[src/rtl/spi_reg_arb.sv]
// spi_reg_arb: two-port (SPI-side and local-side) arbiter in front of a
// single register bank. One access is in flight at a time. Ties between the
// ports are broken round-robin.
//
// Handshake (both request ports): the requester raises x_req with
// x_wren/x_addr/x_wdata/x_byte_en stable. It holds x_req until x_ack, a
// one-cycle pulse. x_rdata and x_err are valid with x_ack. The requester
// drops x_req the cycle after x_ack. Requests are only looked at in IDLE,
// and the command is latched at grant, so later input changes are ignored.
//
// Ports:
//   sys_clk, rst_n           clock, asynchronous active-low reset
//   spi_*                    SPI-side request/response port
//   loc_*                    local-side request/response port
//   reg_we/reg_re            bank write/read strobes (never both high)
//   reg_addr/wdata/be        latched command towards the bank
//   reg_rdata                bank read data, valid one cycle after reg_re
//   busy                     FSM not in IDLE
//   fsm_state                current FSM state (debug visibility)
module spi_reg_arb #(
  parameter int REG_NUM   = 24,
  parameter bit SPI_FIRST = 1'b1
) (
  input  logic        sys_clk,
  input  logic        rst_n,
  input  logic        spi_req,
  input  logic        spi_wren,
  input  logic [4:0]  spi_addr,
  input  logic [31:0] spi_wdata,
  input  logic [3:0]  spi_byte_en,
  output logic        spi_ack,
  output logic [31:0] spi_rdata,
  output logic        spi_err,
  input  logic        loc_req,
  input  logic        loc_wren,
  input  logic [4:0]  loc_addr,
  input  logic [31:0] loc_wdata,
  input  logic [3:0]  loc_byte_en,
  output logic        loc_ack,
  output logic [31:0] loc_rdata,
  output logic        loc_err,
  output logic        reg_we,
  output logic        reg_re,
  output logic [4:0]  reg_addr,
  output logic [31:0] reg_wdata,
  output logic [3:0]  reg_be,
  input  logic [31:0] reg_rdata,
  output logic        busy,
  output logic [1:0]  fsm_state
);

  typedef enum logic [1:0] {
    IDLE    = 2'd0,
    ACCESS  = 2'd1,
    RD_WAIT = 2'd2,
    RESP    = 2'd3
  } state_t;

  localparam logic [5:0] REG_LIM = 6'(REG_NUM);

  state_t      state_q, state_d;
  logic        grant_q;     // port owning the current access: 0 = SPI, 1 = local
  logic        last_q;      // port granted most recently: 0 = SPI, 1 = local
  logic        lat_wren;
  logic [4:0]  lat_addr;
  logic [31:0] lat_wdata;
  logic [3:0]  lat_be;
  logic        err_q;
  logic [31:0] spi_rdata_q;
  logic [31:0] loc_rdata_q;

  logic any_req;
  logic pick_loc;
  logic in_range;

  assign any_req  = spi_req | loc_req;
  // Local wins when it is alone, or on a tie when SPI was granted last.
  assign pick_loc = loc_req & (~spi_req | ~last_q);
  assign in_range = ({1'b0, lat_addr} < REG_LIM);

  always_ff @(posedge sys_clk or negedge rst_n) begin
    if (!rst_n) begin
      state_q <= IDLE;
    end else begin
      state_q <= state_d;
    end
  end

  always_comb begin
    state_d = state_q;
    case (state_q)
      IDLE:    if (any_req) state_d = ACCESS;
      ACCESS:  state_d = (in_range && !lat_wren) ? RD_WAIT : RESP;
      RD_WAIT: state_d = RESP;
      RESP:    state_d = IDLE;
      default: state_d = IDLE;
    endcase
  end

  always_ff @(posedge sys_clk or negedge rst_n) begin
    if (!rst_n) begin
      grant_q     <= 1'b0;
      last_q      <= SPI_FIRST;  // pointing at local lets SPI win the first tie
      lat_wren    <= 1'b0;
      lat_addr    <= '0;
      lat_wdata   <= '0;
      lat_be      <= '0;
      err_q       <= 1'b0;
      spi_rdata_q <= '0;
      loc_rdata_q <= '0;
    end else begin
      case (state_q)
        IDLE: begin
          if (any_req) begin
            grant_q   <= pick_loc;
            last_q    <= pick_loc;
            lat_wren  <= pick_loc ? loc_wren    : spi_wren;
            lat_addr  <= pick_loc ? loc_addr    : spi_addr;
            lat_wdata <= pick_loc ? loc_wdata   : spi_wdata;
            lat_be    <= pick_loc ? loc_byte_en : spi_byte_en;
          end
        end
        ACCESS: begin
          err_q <= ~in_range;
          // An out-of-range read returns zero on the owning port.
          if (!in_range && !lat_wren) begin
            if (grant_q) loc_rdata_q <= '0;
            else         spi_rdata_q <= '0;
          end
        end
        RD_WAIT: begin
          if (grant_q) loc_rdata_q <= reg_rdata;
          else         spi_rdata_q <= reg_rdata;
        end
        default: ;
      endcase
    end
  end

  // Strobes and acks decode the state directly, so an asynchronous reset
  // removes them at once.
  always_comb begin
    reg_we  = 1'b0;
    reg_re  = 1'b0;
    spi_ack = 1'b0;
    loc_ack = 1'b0;
    if (state_q == ACCESS && in_range) begin
      reg_we = lat_wren & (|lat_be);
      reg_re = ~lat_wren;
    end
    if (state_q == RESP) begin
      spi_ack = ~grant_q;
      loc_ack = grant_q;
    end
  end

  assign spi_err   = spi_ack & err_q;
  assign loc_err   = loc_ack & err_q;
  assign spi_rdata = spi_rdata_q;
  assign loc_rdata = loc_rdata_q;
  assign reg_addr  = lat_addr;
  assign reg_wdata = lat_wdata;
  assign reg_be    = lat_be;
  assign busy      = (state_q != IDLE);
  assign fsm_state = state_q;

endmodule

[config.mk]
export PLATFORM = sky130hd
export DESIGN_NAME = spi_reg_arb
export DESIGN_NICKNAME = d
export VERILOG_FILES = /design/src/rtl/spi_reg_arb.sv
export SDC_FILE = /design/constraint.sdc
export NUM_CORES = 1
export LEC_CHECK = 0
export ABC_CLOCK_PERIOD_IN_PS = 1550
export CAP_MARGIN = 0
export CORE_MARGIN = 5
export CORE_UTILIZATION = 39
export DETAILED_ROUTE_END_ITERATION = 10
export PLACE_DENSITY = 0.78
export SLEW_MARGIN = 20
export SYNTH_ARGS = -nofsm -noshare
export SYNTH_HDL_FRONTEND = slang
export SYNTH_SLANG_ARGS = --single-unit
[constraint.sdc]
create_clock -name sys_clk -period 1.55 [get_ports sys_clk]
set_input_delay 0.2325 -clock sys_clk [delete_from_list [all_inputs] [get_ports sys_clk]]
set_output_delay 0.2325 -clock sys_clk [all_outputs]
set_load 0.05 [all_outputs]
==> results.tsv <==
stage	metric	value	unit
clock_tree	worstSkewPairLatency	0.36	ns
cells_and_area	nets	886	
sta	slew_viol_final	0	
floorplanning	num_rows	43	
clock_tree	clockBufferDepth	2	
floorplanning	dieWidth	127	µm
route	vias	5776	
power	pwr_density_cell	2850	nW/µm²
floorplanning	ios	234	
clock_tree	cts.sinks	111	
power	irDropWorstVdd	0.00146	V
clock_tree	h-tree-depth	3	
sta	setup_slack	-0.193	ns
placement	dp_slack	-0.190	ns
cells_and_area	final_area	9010	µm²
floorplanning	die_area	16200	µm²
placement	dpl_cell_area	8130	µm²
sta	rsz0062_at_grt	true	
route	drc	0	
synth	ys_types	31	
global_route	overflow	0	
clock_tree	root_buffer	clkbuf_16	
synth	synth_area	5380	µm²
synth	netlist_instances	504	
sta	setup_violations	84	
synth	ys_ff_latch	111	
worst_setup_path	critPathLaunchType	flip-flop	
worst_setup_path	reg2reg_from	fsm_state[1]	
route	first_iter_violations	679	
global_route	grt_pass1_wl	30600	µm
cells_and_area	area_delta_synth_final	67.5	%
sta	slew_headroom	0.652	
cells_and_area	utilization	0.657	
sta	timing_hold_violations_final	0	
sta	finalCritPeriodShare	1.12	
worst_setup_path	arrival	1.51	ns
worst_setup_path	worst_ep_required_time	1.32	ns
placement	io_buffers	233	
global_route	grt.total_usage	0.236	
route	wl_per_cell	21.9	µm
floorplanning	initial_core_util	0.392	
route	routed_wirelength	20800	µm
synth	yosys_warnings	0	
route	postRouteAntennaNets	0	
flow_run	drv_cap	0	
placement	hpwl	13300	µm
synth	yosysSeqAreaShare	0.517	
sta	clock_skew	0.0107	ns
clock_tree	cts_made_buffers	9	
worst_setup_path	cp-startpoint	fsm_state[0]	
synth	synth_fp_nets	628	
clock_tree	tritoncts	done	
route	dr.pass1.iters	7	
worst_setup_path	critical_path_class	flip-flop to primary output	
cells_and_area	fillers	1035	
cells_and_area	diodes	0	
clock_tree	clk_pin_slew	0.07	ns
global_route	grt_max_degree	68	
floorplanning	core_area	13700	µm²
outcome	status	finished with violations	
worst_setup_path	crit_path_end_kind	primary output	
floorplanning	die_h	127	µm
outcome	violations	setup timing	
cells_and_area	layout-drive-gt1-share	0.312	
min_path	hp-class	input pin to asynchronous set/reset pin	
placement	gp_congestion	0.837	
global_route	grt_pass1_vias	5766	
global_route	grt_antenna_before_repair	0	
route	viasPerCell	6.10	
sta	min_period	1.74	ns
worst_setup_path	crit_fanout	3	
power	p_leak	0.00379	µW
sta	max_freq	574	MHz
sta	tightest_slew	0.522	ns
synth	postSynthAreaPerCell	10.7	µm²
[metal layers]
layer / up-vias / wire length [µm] / GRT usage
met5: - / 0 / 0
li1: 2494 / - / -
met3: 44 / 2260 / 0.0719
met1: 2862 / 7790 / 0.283
met4: 0 / 556 / 0.0896
met2: 376 / 10200 / 0.400
[where the power goes]
part           internal [µW]  leakage, µW  switching, µW
clock network           1130     0.000139           1160
registers               4410      0.00122           1290
logic                   7390      0.00243          10300
[critical path, stage by stage, from the launching register on]
cell,delay [ns]
dfrtp_2,0.44
buf_6,0.13
ha_4,0.15
nor2b_4,0.13
and2_4,0.16
buf_12,0.14
[registers in the layout, indices dropped and copies added, names as in the netlist]
register,cells
loc_rdata,32
reg_wdata,32
spi_rdata,32
reg_addr,5
reg_be,4
fsm_state,2
err_q,1
grant_q,1
last_q,1
lat_wren,1
[logic make-up (layout without fill, tap and decap cells)]
| kind of cell | after synthesis | count (layout) | share of synthesized area |
|---|---|---|---|
| flip-flops | 111 | 111 | 0.517 |
| AND/OR/NAND/NOR | 105 | 106 | 0.0821 |
| multiplexers | 1 | 1 | 0.00209 |
| AO/OA/AOI/OAI | 226 | 226 | 0.336 |
| buffers and inverters | 57 | 319 | 0.0540 |
| adder cells (fa/ha/maj) | 4 | 4 | 0.00930 |
[final timing paths]
path | end | slack, ns | depth (start not counted)
hold / removal | loc_rdata[4] | 0.35 | 2
max in group asynchronous | reg_wdata[4] | 0.52 | 3
hold reg to reg | loc_rdata[31] | 0.54 | 1
setup reg to reg | spi_rdata[26] | -0.17 | 8
setup / recovery | spi_err | -0.19 | 5
min in group sys_clk | reg_wdata[15] | 0.41 | 3
[layout make-up]
class / instances / area [µm²] / area share
Inverter: 3 / 15.0 / 0.00167
Sequential cell: 111 / 2780 / 0.309
Tap cell: 180 / 225 / 0.0250
Timing Repair Buffer: 300 / 3180 / 0.353
Clock buffer: 9 / 225 / 0.0250
Clock inverter: 7 / 62.6 / 0.00694
Multi-Input combinational cell: 337 / 2520 / 0.279
[what timing repair did]
action / CTS / global route
setup buffers: 9 / 4
hold buffers: 1 / 0
hold endpoints to repair: 19 / 0
pin swaps: 8 / 19
resized for setup: 27 / 27
cloned: 6 / 8
setup endpoints to repair: 113 / 88
[synthesized netlist by cell type, drive strengths merged]
library cell	instances	area (µm²)
dfrtp	110	2750
a21oi	86	430
a221o	64	641
a32o	64	641
nor2	50	190
nand2	48	180
buf	35	208
clkbuf	19	71.3
ha	4	50.1
inv	3	11.3
a21bo	2	20.0
a21o	2	15.0
and2	2	12.5
nor2b	2	20.0
o21a	2	15.0
o21ai	2	10.0
a21boi	1	11.3
a2bb2oi	1	8.76
a31oi	1	6.26
and3	1	6.26
dfstp	1	26.3
mux2	1	11.3
nand3b	1	20.0
nor3b	1	12.5
o41ai	1	8.76
[placed cells by master (no fill, tap or decap), types with 4 or more instances in the layout]
cell,instances
buf_4,125
clkdlybuf4s50_1,118
dfrtp_1,107
a21oi_1,78
a221o_1,64
a32o_1,63
nand2_1,47
nor2_1,44
buf_12,30
clkbuf_16,18
buf_6,14
a21oi_2,8
nor2_4,4
ha_4,4
[metrics by stage]
stage	total power [µW]	cells	hold WS [ns]	setup TNS, ns
detailed placement	21500	904	0.152	-10.68
finish	25600	947	0.346	-10.05
global route	26900	947	0.370	-15.84
floorplan	16200	504	-0.0631	-15.70
CTS	24900	936	0.334	-10.12
global placement	21000	904	0.145	-6.25
Power figures use the tool's default switching activity.
